[src/rtl/pipeline_hazard_ctrl_if.sv]
// Hazard controller bundle: decode-side hazard inputs plus the stall/flush controls it returns.
// master = pipeline datapath, slave = pipeline_hazard_ctrl.
interface pipeline_hazard_ctrl_if #(
   parameter int unsigned CNT_W = 32
);
   logic [4:0]       ifid_rs1;
   logic [4:0]       ifid_rs2;
   logic             ifid_uses_rs2;
   logic             idex_mem_read;
   logic [4:0]       idex_rd;
   logic             branch_taken;
   logic             mem_busy;
   logic             pc_write;
   logic             ifid_stall;
   logic             ifid_flush;
   logic             idex_bubble;
   logic             idex_stall;
   logic             exmem_stall;
   logic [CNT_W-1:0] stall_count;
   logic [CNT_W-1:0] flush_count;

   modport master (
      output ifid_rs1, ifid_rs2, ifid_uses_rs2, idex_mem_read, idex_rd,
             branch_taken, mem_busy,
      input  pc_write, ifid_stall, ifid_flush, idex_bubble, idex_stall,
             exmem_stall, stall_count, flush_count
   );

   modport slave (
      input  ifid_rs1, ifid_rs2, ifid_uses_rs2, idex_mem_read, idex_rd,
             branch_taken, mem_busy,
      output pc_write, ifid_stall, ifid_flush, idex_bubble, idex_stall,
             exmem_stall, stall_count, flush_count
   );
endinterface

[src/rtl/pipeline_hazard_ctrl.sv]
// Stall/flush sequencer for the 5-stage pipeline (load-use, taken branch, slow data memory).
// Optional stall/flush performance counters are built when HAZARD_PERF_EN is defined.
//
// state      | meaning
// RUN        | normal flow; single-cycle load-use bubbles handled here
// LOAD_STALL | extra load-use bubbles still owed, count held in cnt
// MEM_WAIT   | whole pipeline frozen on mem_busy; ret_state is where to resume
module pipeline_hazard_ctrl #(
   parameter int unsigned LOAD_USE_CYCLES = 1,
   parameter int unsigned CNT_W           = 32
) (
   input logic                   clk,
   input logic                   reset,
   pipeline_hazard_ctrl_if.slave hz
);
   typedef enum logic [1:0] {
      RUN        = 2'd0,
      LOAD_STALL = 2'd1,
      MEM_WAIT   = 2'd2
   } state_t;

   state_t     state, state_nxt;
   state_t     ret_state, ret_nxt;
   state_t     eff_state;
   logic [1:0] cnt, cnt_nxt;
   logic       luh;
   logic       pc_write_c, ifid_stall_c, ifid_flush_c;
   logic       idex_bubble_c, idex_stall_c, exmem_stall_c;

   always_ff @(posedge clk or posedge reset) begin
      if (reset) begin
         state     <= RUN;
         ret_state <= RUN;
         cnt       <= 2'd0;
      end else begin
         state     <= state_nxt;
         ret_state <= ret_nxt;
         cnt       <= cnt_nxt;
      end
   end

   always_comb begin
      luh = hz.idex_mem_read && (hz.idex_rd != 5'd0) &&
            ((hz.idex_rd == hz.ifid_rs1) ||
             (hz.ifid_uses_rs2 && (hz.idex_rd == hz.ifid_rs2)));
   end

   // Once memory releases, MEM_WAIT behaves exactly like the state it interrupted.
   always_comb begin
      state_nxt     = state;
      ret_nxt       = ret_state;
      cnt_nxt       = cnt;
      pc_write_c    = 1'b1;
      ifid_stall_c  = 1'b0;
      ifid_flush_c  = 1'b0;
      idex_bubble_c = 1'b0;
      idex_stall_c  = 1'b0;
      exmem_stall_c = 1'b0;
      eff_state     = (state == MEM_WAIT) ? ret_state : state;

      if (hz.mem_busy) begin
         pc_write_c    = 1'b0;
         ifid_stall_c  = 1'b1;
         idex_stall_c  = 1'b1;
         exmem_stall_c = 1'b1;
         state_nxt     = MEM_WAIT;
         ret_nxt       = eff_state;
      end else if (hz.branch_taken) begin
         ifid_flush_c  = 1'b1;
         idex_bubble_c = 1'b1;
         state_nxt     = RUN;
         ret_nxt       = RUN;
         cnt_nxt       = 2'd0;
      end else if (eff_state == LOAD_STALL) begin
         pc_write_c    = 1'b0;
         ifid_stall_c  = 1'b1;
         idex_bubble_c = 1'b1;
         if (cnt <= 2'd1) begin
            state_nxt = RUN;
            cnt_nxt   = 2'd0;
         end else begin
            state_nxt = LOAD_STALL;
            cnt_nxt   = cnt - 2'd1;
         end
      end else if (luh) begin
         pc_write_c    = 1'b0;
         ifid_stall_c  = 1'b1;
         idex_bubble_c = 1'b1;
         if (LOAD_USE_CYCLES > 1) begin
            state_nxt = LOAD_STALL;
            cnt_nxt   = 2'(LOAD_USE_CYCLES - 1);
         end else begin
            state_nxt = RUN;
         end
      end else begin
         state_nxt = RUN;
      end
   end

   // Reset forces the default controls immediately, not only after the state flops clear.
   assign hz.pc_write    = reset | pc_write_c;
   assign hz.ifid_stall  = ~reset & ifid_stall_c;
   assign hz.ifid_flush  = ~reset & ifid_flush_c;
   assign hz.idex_bubble = ~reset & idex_bubble_c;
   assign hz.idex_stall  = ~reset & idex_stall_c;
   assign hz.exmem_stall = ~reset & exmem_stall_c;

`ifdef HAZARD_PERF_EN
   logic [CNT_W-1:0] stall_q, flush_q;

   always_ff @(posedge clk or posedge reset) begin
      if (reset) begin
         stall_q <= '0;
         flush_q <= '0;
      end else begin
         if (!pc_write_c && !(&stall_q)) stall_q <= stall_q + CNT_W'(1);
         if (ifid_flush_c && !(&flush_q)) flush_q <= flush_q + CNT_W'(1);
      end
   end

   assign hz.stall_count = stall_q;
   assign hz.flush_count = flush_q;
`else
   assign hz.stall_count = '0;
   assign hz.flush_count = '0;
`endif
endmodule

[src/flat_wrapper.sv]
// flat-port wrapper written by rule: the top's interface ports become plain ports
module pipeline_hazard_ctrl_flat 
#(
   parameter int unsigned LOAD_USE_CYCLES = 1,
   parameter int unsigned CNT_W           = 32
)
  (clk, reset, hz_ifid_rs1, hz_ifid_rs2, hz_ifid_uses_rs2, hz_idex_mem_read, hz_idex_rd, hz_branch_taken, hz_mem_busy, hz_pc_write, hz_ifid_stall, hz_ifid_flush, hz_idex_bubble, hz_idex_stall, hz_exmem_stall, hz_stall_count, hz_flush_count);
  pipeline_hazard_ctrl_if #(.CNT_W(CNT_W)) hz_i ();
  input logic clk;
  input logic reset;
  input wire logic [$bits(hz_i.ifid_rs1)-1:0] hz_ifid_rs1;
  input wire logic [$bits(hz_i.ifid_rs2)-1:0] hz_ifid_rs2;
  input wire logic [$bits(hz_i.ifid_uses_rs2)-1:0] hz_ifid_uses_rs2;
  input wire logic [$bits(hz_i.idex_mem_read)-1:0] hz_idex_mem_read;
  input wire logic [$bits(hz_i.idex_rd)-1:0] hz_idex_rd;
  input wire logic [$bits(hz_i.branch_taken)-1:0] hz_branch_taken;
  input wire logic [$bits(hz_i.mem_busy)-1:0] hz_mem_busy;
  output wire logic [$bits(hz_i.pc_write)-1:0] hz_pc_write;
  output wire logic [$bits(hz_i.ifid_stall)-1:0] hz_ifid_stall;
  output wire logic [$bits(hz_i.ifid_flush)-1:0] hz_ifid_flush;
  output wire logic [$bits(hz_i.idex_bubble)-1:0] hz_idex_bubble;
  output wire logic [$bits(hz_i.idex_stall)-1:0] hz_idex_stall;
  output wire logic [$bits(hz_i.exmem_stall)-1:0] hz_exmem_stall;
  output wire logic [$bits(hz_i.stall_count)-1:0] hz_stall_count;
  output wire logic [$bits(hz_i.flush_count)-1:0] hz_flush_count;
  assign hz_i.ifid_rs1 = hz_ifid_rs1;
  assign hz_i.ifid_rs2 = hz_ifid_rs2;
  assign hz_i.ifid_uses_rs2 = hz_ifid_uses_rs2;
  assign hz_i.idex_mem_read = hz_idex_mem_read;
  assign hz_i.idex_rd = hz_idex_rd;
  assign hz_i.branch_taken = hz_branch_taken;
  assign hz_i.mem_busy = hz_mem_busy;
  assign hz_pc_write = hz_i.pc_write;
  assign hz_ifid_stall = hz_i.ifid_stall;
  assign hz_ifid_flush = hz_i.ifid_flush;
  assign hz_idex_bubble = hz_i.idex_bubble;
  assign hz_idex_stall = hz_i.idex_stall;
  assign hz_exmem_stall = hz_i.exmem_stall;
  assign hz_stall_count = hz_i.stall_count;
  assign hz_flush_count = hz_i.flush_count;
  pipeline_hazard_ctrl #(.LOAD_USE_CYCLES(LOAD_USE_CYCLES), .CNT_W(CNT_W)) u_core (.clk(clk), .reset(reset), .hz(hz_i));
endmodule
[config.mk]
export PLATFORM = sky130hd
export DESIGN_NAME = pipeline_hazard_ctrl_flat
export DESIGN_NICKNAME = d
export VERILOG_FILES = /design/src/rtl/pipeline_hazard_ctrl_if.sv /design/src/rtl/pipeline_hazard_ctrl.sv /design/src/flat_wrapper.sv
export SDC_FILE = /design/constraint.sdc
export NUM_CORES = 1
export LEC_CHECK = 0
export ABC_AREA = 1
export CAP_MARGIN = 10
export CELL_PAD_IN_SITES_DETAIL_PLACEMENT = 0
export CELL_PAD_IN_SITES_GLOBAL_PLACEMENT = 1
export CORE_MARGIN = 2
export CORE_UTILIZATION = 19
export CTS_CLUSTER_SIZE = 12
export DETAILED_ROUTE_END_ITERATION = 6
export PLACE_DENSITY_LB_ADDON = 0.1
export SLEW_MARGIN = 10
export SYNTH_ARGS = -nofsm -noshare
export SYNTH_HDL_FRONTEND = slang
export SYNTH_SLANG_ARGS = --single-unit
[constraint.sdc]
create_clock -name clk -period 1.3 [get_ports clk]
set_input_delay 0.195 -clock clk [delete_from_list [all_inputs] [get_ports clk]]
set_output_delay 0.195 -clock clk [all_outputs]
set_load 0.005 [all_outputs]
# Yosys cells after proc, flatten, opt, wreduce, memory -nomap -nowiden
# Cells that the tools add are included.
dict set report op_classes {
  addsub 1
  magnitude_cmp 1
  eq_ne 4
  n_mux 23
  bitwise_logic 7
  reduce_logical 8
}
# cell count
set ops {}
lappend ops {{2-to-1 mux 2 bit} 8}
lappend ops {{2-to-1 mux 1 bit} 15}
lappend ops {{== test 5 bit} 2}
lappend ops {{nonzero test 5 bit} 1}
lappend ops {{AND 1 bit} 4}
lappend ops {{nonzero test 2 bit} 2}
lappend ops {{logical AND 1 bit} 3}
lappend ops {{== test 2 x 1 -> 1 bit, second input constant} 1}
lappend ops {{== test 2 bit, second input constant} 1}
lappend ops {{less-or-equal comparator 2 x 1 -> 1 bit, second input constant} 1}
lappend ops {{NOT 1 bit} 2}
lappend ops {{AND reduction 2 bit} 1}
lappend ops {{subtractor 2 x 1 -> 2 bit, second input constant} 1}
lappend ops {{logical OR 1 bit} 1}
lappend ops {{OR 1 bit} 1}
dict set report totals {
  reg_bits 6
  inputBits 21
  output_inout_bits 70
  elab_cells 47
}

# Depth between registers and ports, before layout
# Gate-level depths: netlist of the first run.
dict set report logic_depth {
  word_depth 9
  depth_mapped 10
}

# Worst setup path before layout of the first run
# OpenSTA, ideal clock, no wires.
dict set report synth_path {
  kind {reg-to-output}
  start {register u_core.state[0]}
  end {output hz_idex_bubble}
  t_arrival_ps 835
  slack_ps 270
  path_stages_with_launch 6
  path_buffers 0
  cell_sequence {dfrtp_1 > o21ai_1 > nand2_1 > nand2_2 > nand2_1 > nand2_1}
}
dict set report synth_between {
  elab_chain_len 7
}
# element line
set synth_rtl {}
lappend synth_rtl {{start, declared} pipeline_hazard_ctrl.sv:22} ;# state_t state, state_nxt;
lappend synth_rtl {{start signal, assigned} pipeline_hazard_ctrl.sv:36} ;# state <= state_nxt;
lappend synth_rtl {{== test 2 bit} pipeline_hazard_ctrl.sv:59} ;# eff_state = (state == MEM_WAIT) ? ret_state : state;
lappend synth_rtl {{2-to-1 mux 2 bit (*)} pipeline_hazard_ctrl.sv:59}
lappend synth_rtl {{== test 2 x 1 -> 1 bit (*)} pipeline_hazard_ctrl.sv:74} ;# end else if (eff_state == LOAD_STALL) begin
lappend synth_rtl {{2-to-1 mux 1 bit (*)} pipeline_hazard_ctrl.sv:74}
lappend synth_rtl {{2-to-1 mux 1 bit (*)} pipeline_hazard_ctrl.sv:68} ;# end else if (hz.branch_taken) begin
lappend synth_rtl {{2-to-1 mux 1 bit (*)} pipeline_hazard_ctrl.sv:61} ;# if (hz.mem_busy) begin
lappend synth_rtl {{AND 1 bit (*)} pipeline_hazard_ctrl.sv:104} ;# assign hz.idex_bubble = ~reset & idex_bubble_c;
lappend synth_rtl {{end, declared} flat_wrapper.sv:21} ;# output wire logic [$bits(hz_i.idex_bubble)-1:0] hz_idex_bubble;
# Every way passes the cells marked *; elsewhere a longest branch is shown, timed or not.

# Final worst setup path of the first run
dict set report layout_path {
  start {register u_core.ret_state[0]}
  end {output hz_idex_bubble}
}
dict set report layout_between {
  elab_chain_len 6
}
# element line
set layout_rtl {}
lappend layout_rtl {{start, declared} pipeline_hazard_ctrl.sv:23} ;# state_t ret_state, ret_nxt;
lappend layout_rtl {{start signal, assigned} pipeline_hazard_ctrl.sv:37} ;# ret_state <= ret_nxt;
lappend layout_rtl {{2-to-1 mux 2 bit} pipeline_hazard_ctrl.sv:59}
lappend layout_rtl {{== test 2 x 1 -> 1 bit} pipeline_hazard_ctrl.sv:74}
lappend layout_rtl {{2-to-1 mux 1 bit} pipeline_hazard_ctrl.sv:74}
lappend layout_rtl {{2-to-1 mux 1 bit} pipeline_hazard_ctrl.sv:68}
lappend layout_rtl {{2-to-1 mux 1 bit} pipeline_hazard_ctrl.sv:61}
lappend layout_rtl {{AND 1 bit} pipeline_hazard_ctrl.sv:104}
# No other way between the ends.

==> summary.md, run 1 <==
After detailed routing, the number of remaining DRC violations is 0. The starting DRC count in detailed routing was 31. The library cell used most frequently in the layout, excluding fill and tap cells, is conb_1.

Setup repair after global routing could not meet its margin everywhere. The all-layer global routing usage was 0.06109; the count of mapped cells out of synthesis was 162. TritonCTS built the clock tree.

Entering global routing, the biggest net connects 7 pins. Across the VDD grid, the largest voltage drop is 0.1842 mV. Delay of the slowest critical-path stage: 380 ps. The combinational power share was 0.308.

The floorplan step set the die width to 77.22 um. The switching power summed over all nets was 210.3 uW. The slowest stage of the critical path belongs to the cell dfrtp_1. Count of port buffers added during placement: 26. At the end of routability-driven placement, the weighted congestion stood at 0.7286. The run gives 0 as the number of hold-slack violations in the final timing report. The required time of the critical path is 1110 ps, and the total half-perimeter wirelength after legalization and detailed placement is 1747 um. The starting density of the core is 0.1981, and the area after detailed placement is 1175 sq um. The final reports fail on setup timing. The clock tree skew after final layout was 2.912 ps. In the final design database the tool counted 222 nets. The startpoint class of the critical path is a flip-flop. The run gives 0 as the total congestion overflow after global routing. The total count of max-transition violations in the final report came out at 0.

The arrival time of data at the critical path endpoint was 1190 ps. The run finished, with violations left. The cell area that synthesis handed to floorplanning was 1018 sq um. The clock-pin slew on the worst setup and hold paths is 40 ps, and the number of synthesized register bits is 6. The tightest min-delay check is of the in -> async type. The first global-routing pass estimated 2918 um of wire. For flop-to-flop paths, the worst setup slack is 150 ps.

The multi-input combinational cells in the finished layout cover a total of 564.3 sq um. The first TritonRoute pass finished after 4 iterations. The via count of the first global-routing pass is 693. The signal on the critical path passes through a21o_1, nand2_2, nand2_2, nand2_2, nand2_1, buf_2. The number of sinks driven by the clock tree is 6, and the number of core rows is 26.

The smallest clock period supported by the final layout is computed as 1382 ps. The detailed router placed 852 vias in this run. The internal cell power came out at 468.4 uW. Gate family responsible for the most delay along the worst path: flip-flops.

The tools report the portion of total power attributed to sequential cells as 0.281. Die area: 5962 sq um. Kind of critical path: reg -> out. The library cells used most frequently in the layout, excluding fill and tap cells, are conb_1 (64), nand2_1 (34), inv_1 (15). After detailed routing, the average wire length per cell comes to 7.335 um. The number of distinct library cell variants in the gate-level netlist after synthesis was 16.

The fraction of layout cells with a size suffix above 1 is 0.2563, and the overall power consumption is 678.7 uW. Wires add up to 1973 um. The max-cap check violation count was 0; the cell area after layout was 1201 sq um. The number of primary I/O pins is 91. Once detail routing completed, the nets flagged for antenna violations numbered 0. Measured along the y axis, the die boundary spans 77.22 um. The most numerous cell type found on the critical path is nand2_2. Hold repair after CTS inserted 0 buffers. Yosys printed 0 warnings.

The core region is 5140 sq um. The final critical-path share of the clock period is 1.063. At the later pin of the worst-skew pair, clock insertion delay measures 220 ps. The final worst-path setup slack is -82.14 ps, and the area overhead of the layout relative to synthesis is 17.94%.

STA classifies the critical path endpoint as an output port. The number of inserted filler cells in the final layout was 625; the maximum level of the CTS H-tree was 1. The average via count per standard cell is 3.167. Library cell used as clock root buffer: clkbuf_8.

The total setup violations reported at the end of the flow came out at 3. The switching portion of total power was 0.3098. For this design the static power due to leakage is 0.7698 nW.

The maximum buffer depth of the clock tree is 2, and the mean cell area of the mapped netlist is 6.287 sq um. In this run, CTS created clock tree buffers numbering 3. Timing would allow up to 723.5 MHz.

Of all nets on the critical path, the largest fanout is 3. The share of synthesized area occupied by flip-flops and latches is 0.1474, and the power density of the placed cells is 565.1 nW/um^2. The sum of buffers and inverters on the critical path came out at 1. The antenna diode count was 0. Before CTS, the worst setup slack after placement is -828.2 ps. For the clock network power share, the log shows 0.411. For the number of antenna violations at the first check in global routing, the log shows 0. Across the whole layout, storage elements account for 150.1 sq um.
## layer usage
metal / vias up / share of wire / wire length, um / track usage
met3: 5 / 0.12 / 229 / 0.02000
met1: 366 / 0.38 / 756 / 0.07041
li1: 427 / - / - / -
met4: 0 / 0.019 / 38 / 0.03214
met5: - / 0 / 0 / 0
met2: 54 / 0.48 / 949 / 0.1000
## worst register-to-register path, delay by kind of cell, from the launching register on
family,cells,cell delay (ps)
buffers and inverters,2,260
AND/OR/NAND/NOR,2,260
flip-flops,1,380
AO/OA/AOI/OAI,1,170
## synthesized netlist by cell type (all sizes together)
| cell type | count | area share |
|---|---|---|
| buf | 65 | 0.48 |
| nand2 | 39 | 0.15 |
| inv | 23 | 0.085 |
| nor2 | 12 | 0.044 |
| dfrtp | 6 | 0.15 |
| nand3 | 6 | 0.029 |
| o21ai | 4 | 0.020 |
| nand4 | 2 | 0.012 |
| a21o | 1 | 0.0074 |
| conb | 1 | 0.0037 |
| nor3b | 1 | 0.0074 |
| o211ai | 1 | 0.0074 |
| xnor2 | 1 | 0.0086 |
## metrics by stage
step,utilization,TNS (ps),hold WS (ps),std cells
final,0.2337,-191.0,53.14,269
after global routing,0.2337,-435.2,80.97,269
after CTS,0.2408,-253.1,59.49,269
after detailed placement,0.2286,-3721,510.9,264
after global placement,0.2286,-3717,502.4,264
after floorplan,-,0,-14.04,225
## area by class of cell
type                            count  area share
Multi-Input combinational cell    131      0.4698
Timing Repair Buffer               36      0.2260
Sequential cell                     6      0.1250
Tap cell                           70     0.07292
Inverter                           23     0.07188
Clock buffer                        3     0.03438
## power groups by stage
stage	registers [mW]	clock network (mW)	logic [mW]
after detailed placement	0.192	0	0.225
final	0.191	0.279	0.209
after CTS	0.190	0.289	0.212
after floorplan	0.192	0	0.248
after global routing	0.191	0.304	0.241
after global placement	0.193	0	0.226
## cells by family (layout without fill, tap and decap cells)
logic type | count (synthesis) | count (layout) | share of synthesized area
AOI/OAI and AO/OA | 6 | 6 | 0.03439
xor gates and xnor gates | 1 | 1 | 0.008601
buffers and inverters | 88 | 62 | 0.5639
DFF | 6 | 6 | 0.1474
other | 1 | 64 | 0.003682
and+or+nand+nor | 60 | 60 | 0.2420
## repair_timing
item                                    in CTS  in global routing
buffers inserted                             2                  0
gates resized for setup                     60                 22
pin swaps                                   15                 16
endpoints found under the setup margin       6                  4
## registers in the layout, summed over array words and instances, names as in the netlist
name / count
u_core.cnt: 2
u_core.ret_state: 2
u_core.state: 2
## path summary, 6_finish.rpt
kind | from | to | depth (start not counted)
setup / recovery | u_core.ret_state[0] | hz_idex_bubble | 6
hold / removal | reset | u_core.ret_state[0] | 2
setup reg to reg | u_core.state[0] | u_core.state[0] | 5
hold reg to reg | u_core.ret_state[0] | u_core.ret_state[0] | 2
max in group asynchronous | reset | u_core.cnt[0] | 2
min in group clk | hz_mem_busy | u_core.state[1] | 2
(Power assumes the default switching activity.)
==> run 2: changes to the inputs <==
CORE_UTILIZATION = 21   (was 19)
PLACE_DENSITY = 0.9   (was default)
PLACE_DENSITY_LB_ADDON = default   (was 0.1)
clock period = 1.7 ns   (was 1.3 ns; I/O delays follow)
==> run 2 against run 1 <==
The run now ends clean. Flip-flop and latch count unchanged. Power decreased by 23%. Setup slack improved by 190 ps. Clock power decreased by 23%. Core utilization increased by 1.8 points. Non-clock buffer count decreased by 1. Sequential share of layout area increased by 0.20 points. Sequential power decreased by 24%. Largest power group unchanged.
==> summary.md, run 2 (synthesis gave the netlist of run 1 again) <==
The flow ran to the end, and the final reports show no timing, DRC or antenna violations. Top flop regs: u_core.cnt (2), u_core.ret_state (2), u_core.state (2) (unchanged). The number of antenna violations at the first check in global routing is 0 (unchanged), and the average via count per standard cell is 3.294 (was 3.167). Final worst-path setup slack: 105.7 ps (was -82.14 ps). The number of iterations in the first detailed-routing pass was 4 (unchanged); the total clock buffers created by CTS was 3 (unchanged). The overall die height is 73.64 um (was 77.22 um). The final cell count without fillers was 252 (was 269); the hold buffer count at cts was 0 (unchanged). The all-layer global routing usage is 0.06780 (was 0.06109). The leading cell type in the layout, fill and taps excluded was conb_1 (unchanged).

The starting density of the core was 0.2171 (was 0.1981); the maximum buffer depth of the clock tree was 2 (unchanged). The max-cap check violation count was 0 (unchanged). The standard cell core area is 4692 sq um (was 5140 sq um). The logs give 0 (unchanged) for the number of hold-slack violations in the final timing report and 5423 sq um (was 5962 sq um) for the die area. Via count of the first global-routing pass: 652 (was 693).

The final critical-path share of the clock period is 0.9379. Tightest hold margin: 302.2 ps (was 53.14 ps). The fraction of layout cells with a size suffix above 1 was 0.1465 (was 0.2563); the total setup violations reported at the end of the flow was 0 (was 3). The tools report the maximum level of the CTS H-tree as 1 (unchanged). The routed design could run at a clock period as short as 1594 ps.

The power density of the placed cells is 442.2 nW/um^2 (was 565.1 nW/um^2), and the total count of max-transition violations in the final report is 0 (unchanged). The number of core rows is 25 (was 26), and the total half-perimeter wirelength after legalization and detailed placement is 1651 um (was 1747 um). Leakage power: 0.7703 nW (was 0.7698 nW). The number of nets in the layout is 221 (was 222), and the cell area after layout is 1182 sq um (was 1201 sq um). Routed wire length: 1866 um (was 1973 um).

The count of port buffers added during placement is 26 (unchanged), and the clock-pin slew on the worst setup and hold paths is 40 ps (about the same). The DRC violation count after routing is 0 (unchanged), and the area occupied by registers is 150.1 sq um (unchanged). The run gives 249 (was 264) as the total placed cells including tap cells. The tools report the fraction of the core area covered by cells at the end of the flow as 0.2520 (was 0.2337).

The global-route wire length before repair came out at 2766 um (was 2918 um). The number of inserted filler cells in the final layout is 543 (was 625), and the total congestion overflow after global routing is 0 (unchanged). The kind of critical path is in -> out (was reg -> out).

The tools report the startpoint class of the critical path as a primary input (was a flip-flop). The logs give 1440 ps (was 1110 ps) for the required time of the critical path and 830 (was 852) for the routed via count. The global placement routability congestion came out at 0.7739 (was 0.7286). The clock tree skew after final layout came out at 5.142 ps (was 2.912 ps). The area of combinational cells with multiple inputs came out at 540.5 sq um (was 564.3 sq um). The logs give 0 (unchanged) for the antenna diode count and 0.2010 mV (was 0.1842 mV) for the worst supply voltage drop on vdd. Setup repair after global routing left no endpoint under its margin.

The logs give 21 (was 31) for the starting DRC count in detailed routing and 1340 ps (was 1190 ps) for the arrival time of data at the critical path endpoint. The library cell used as clock root buffer is clkbuf_8 (unchanged). The logs give 0 ps (was -191.0 ps) for the post-route setup TNS and 522.8 uW (was 678.7 uW) for the overall power consumption.

The tools report the pre-CTS worst setup slack as -595.4 ps (was -828.2 ps). The logs give 6 (unchanged) for the number of sinks driven by the clock tree and 7 (unchanged) for the largest net degree at the start of global routing. Commonest cells after routing, fill and taps aside: conb_1 (64), nand2_1 (35), inv_1 (16), dlygate4sd2_1 (16), nor2_1 (10) (was conb_1 (64), nand2_1 (34), inv_1 (15)). The worst min-delay path class was in -> async (unchanged).

The area after detailed placement came out at 1162 sq um (was 1175 sq um). The x dimension of the die was 73.64 um (was 77.22 um); the highest fanout seen on the critical path was 5 (was 3). The latest clock arrival within the worst-skew pair is 220 ps (about the same). TritonCTS built the clock tree.

The kind of end point of the critical path was an output port (unchanged). The run gives 627.2 MHz as the top achievable clock speed. The area overhead of the layout relative to synthesis is 16.09% (was 17.94%), and the number of primary I/O pins is 91 (unchanged). The remaining antenna violation count after routing is 0 (unchanged), and the mean routed wirelength per cell is 7.405 um (was 7.335 um).

Post-CTS repair timing setup buffer count: 0 (was 2).
## run 2: worst paths after layout
check / startpoint / end / slack (ps) / cells after the start
setup / recovery: reset / hz_idex_stall / 110 / 4
hold / removal: reset / u_core.cnt[1] / 300 / 3
setup reg to reg: u_core.state[0] / u_core.cnt[1] / 550 / 5
hold reg to reg: u_core.ret_state[0] / u_core.ret_state[0] / 510 / 2
max in group asynchronous: reset / u_core.state[1] / 1190 / 3
min in group clk: hz_mem_busy / u_core.state[1] / 320 / 2
## run 2: final cells by class
| cell class | count | area share |
|---|---|---|
| Clock buffer | 3 | 0.03492 |
| Sequential cell | 6 | 0.1270 |
| Timing Repair Buffer | 35 | 0.2508 |
| Multi-Input combinational cell | 131 | 0.4571 |
| Tap cell | 54 | 0.05714 |
| Inverter | 23 | 0.07302 |
## run 2: metal layers
layer  vias up  routed length, um  track usage
met5         -                  0            0
met4         0                 47      0.04242
met3         4                179      0.01509
met2        56                878       0.1042
met1       342                760      0.08519
li1        428                  -            -
## run 2: worst max-delay path, cell delays in order
cell,delay [ps]
dlygate4sd2_1,290
nor2_2,160
buf_4,130
clkdlybuf4s50_1,500
## run 2: what timing repair did
item,4_1_cts,5_1_grt
gates resized for setup,31,7
pin swaps,11,3
cloned,0,0
setup endpoints to repair,6,5
## run 2: report_power, final
part | switching [mW] | internal, mW
registers | 0.000569 | 0.145
logic | 0.0960 | 0.0669
clock network | 0.0623 | 0.152
total | 0.159 | 0.364
==> run 3: changes to the inputs <==
clock period = 2 ns   (was 1.7 ns; I/O delays follow)
==> run 3 against run 2 <==
Hold slack better by 130 ps. Flip-flop and latch count unchanged. Via count down 2.0%. Power shrank 14%. Die area stayed put. Routed wire length down 0.80%. Core utilization increased by 0.16 points. Combinational power shrank 11%. Clock power down 16%. Cell area grew 0.64%. Global-route usage is 0.26 points lower. Largest cell class unchanged. Highest routed layer unchanged.
==> summary.md, run 3 (synthesis gave the netlist of run 1 again) <==
The flow ran to the end, and the final reports show no timing, DRC or antenna violations. TritonCTS built the clock tree. For the maximum level of the CTS H-tree, the log shows 1 (unchanged). The routed via count was 813 (was 830); the highest fanout seen on the critical path was 2 (was 5). The fraction of layout cells with a size suffix above 1 works out to 0.1218 (was 0.1465). The global placement routability congestion came out at 0.7886 (was 0.7739).

The number of nets in the layout was 220 (was 221); the via count of the first global-routing pass was 662 (was 652). The sum of buffers and inverters on the critical path works out to 4 (was 3). The number of inserted filler cells in the final layout was 536 (was 543); the number of hold-slack violations in the final timing report was 0 (unchanged).

The leading cell type in the layout, fill and taps excluded was conb_1 (unchanged). The library cell used as clock root buffer was clkbuf_8 (unchanged). The clock tree skew after final layout came out at 4.637 ps (was 5.142 ps).

The run gives 436.5 ps (was 302.2 ps) as the tightest hold margin. The logs give 220 ps (about the same) for the latest clock arrival within the worst-skew pair and 0.1346 mV (was 0.2010 mV) for the worst supply voltage drop on vdd. The overall die height works out to 73.64 um (unchanged). The clock-pin slew on the worst setup and hold paths is 30 ps (was 40 ps). The final critical-path share of the clock period came out at 0.9696.

The area overhead of the layout relative to synthesis works out to 16.83% (was 16.09%). The die area is 5423 sq um (unchanged), and the time the worst path needs with I/O delays and setup is 1939 ps. The number of sinks driven by the clock tree was 6 (unchanged). The max-cap check violation count is 0 (unchanged), and the arrival time of data at the critical path endpoint is 1640 ps (was 1340 ps). The kind of critical path was in -> out (unchanged).

Setup repair after global routing could not meet its margin everywhere. The kind of end point of the critical path is an output port (unchanged). The x dimension of the die is 73.64 um (unchanged), and the all-layer global routing usage is 0.06520 (was 0.06780). The global-route wire length before repair is 2773 um (was 2766 um). The antenna diode count is 0 (unchanged), and the delay of the slowest critical-path stage is 520 ps (was 500 ps). The worst min-delay path class was in -> reg (was in -> async).

Number of iterations in the first detailed-routing pass: 4 (unchanged). The run gives 0.2536 (was 0.2520) as the fraction of the core area covered by cells at the end of the flow. The logs give 60.88 ps (was 105.7 ps) for the final worst-path setup slack and 0.7551 nW (was 0.7703 nW) for the leakage power. The standard cell core area is 4692 sq um (unchanged), and the number of primary I/O pins is 91 (unchanged).

For the number of core rows, the log shows 25 (unchanged). Total clock buffers created by CTS: 3 (unchanged). The count of port buffers added during placement is 26 (unchanged), and the overall power consumption is 447.8 uW (was 522.8 uW). Final cell count without fillers: 251 (was 252). Commonest cells after routing, fill and taps aside: conb_1 (64), nand2_1 (37), inv_1 (16), clkdlybuf4s50_1 (16), nor2_1 (10) (was conb_1 (64), nand2_1 (35), inv_1 (16), dlygate4sd2_1 (16), nor2_1 (10)). For the required time of the critical path, the log shows 1700 ps (was 1440 ps). The routed wire length is 1851 um (was 1866 um). Maximum buffer depth of the clock tree: 2 (unchanged). Cells traversed along the worst timing path: clkdlybuf4s50_1, inv_2, nor2_2, inv_2, nor2_1, clkdlybuf4s50_1 (was dlygate4sd2_1, nor2_2, buf_4, clkdlybuf4s50_1).

The starting density of the core is 0.2171 (unchanged). Power density of the placed cells: 376.3 nW/um^2 (was 442.2 nW/um^2). Timing would allow up to 515.7 MHz. The tools report the number of antenna violations at the first check in global routing as 0 (unchanged). The total half-perimeter wirelength after legalization and detailed placement is 1643 um (was 1651 um). The startpoint class of the critical path was a primary input (unchanged). The mean routed wirelength per cell was 7.375 um (was 7.405 um); the DRC violation count after routing was 0 (unchanged). The total count of max-transition violations in the final report came out at 0 (unchanged). Largest net degree at the start of global routing: 7 (unchanged). The average via count per standard cell was 3.239 (was 3.294).

Top flop regs: u_core.cnt (2), u_core.ret_state (2), u_core.state (2) (unchanged). The total placed cells including tap cells is 248 (was 249). The starting DRC count in detailed routing was 31 (was 21); the total setup violations reported at the end of the flow was 0 (unchanged). The pre-CTS worst setup slack was -382.1 ps (was -595.4 ps); the total congestion overflow after global routing was 0 (unchanged). Gate family responsible for the most delay along the worst path: buffers and inverters (unchanged).

Cell with the largest stage delay on the worst path: clkdlybuf4s50_1 (unchanged). The run gives 0 (unchanged) as the remaining antenna violation count after routing.
==> run 3: power by group <==
| group | leakage, nW | switching [mW] | internal [mW] | total [mW] |
|---|---|---|---|---|
| logic | 0.652 | 0.0805 | 0.0649 | 0.145 |
| clock network | 0.0216 | 0.0496 | 0.129 | 0.179 |
| registers | 0.0815 | 0.000575 | 0.123 | 0.124 |
| total | 0.755 | 0.131 | 0.317 | 0.448 |
==> run 3: metal layers <==
metal	GRT usage	share of wire	up-vias
met5	0	0	-
met4	0.03030	0.0016	0
met3	0.004115	0.081	2
met2	0.1121	0.50	50
met1	0.08251	0.42	338
li1	-	-	423
==> run 3: what timing repair did <==
item                                    in CTS  in global routing
buffers inserted                             0                  0
pin swaps                                    0                  2
endpoints found under the setup margin       5                  6
hold buffers                                 0                  0
gates resized for setup                     11                  7
==> run 3: area by class of cell <==
type,count,area (sq um),area share
flip-flops and latches,6,150.1,0.1262
inverters,23,86.33,0.07256
clock buffers,3,41.29,0.03470
well taps,54,67.56,0.05678
multi-input cells,131,535.5,0.4501
repair buffers,34,309.0,0.2597
==> run 3: final timing paths <==
check                           startpoint                   to  slack [ps]  cells past startpoint
max                        hz_branch_taken        hz_ifid_flush          60                      6
min                            hz_mem_busy      u_core.state[1]         440                      2
max in group asynchronous            reset  u_core.ret_state[1]        1240                      3
min reg2reg                  u_core.cnt[0]        u_core.cnt[1]         520                      2
max reg2reg                u_core.state[0]        u_core.cnt[1]         930                      4
min in group asynchronous            reset        u_core.cnt[1]         560                      3
==> run 3: metrics by stage <==
stage | TNS [ps] | area, sq um
floorplan | 0 | 1255
global placement | -1133 | 1155
detailed placement | -1013 | 1155
CTS | 0 | 1191
global route | -75.27 | 1190
finish | 0 | 1190
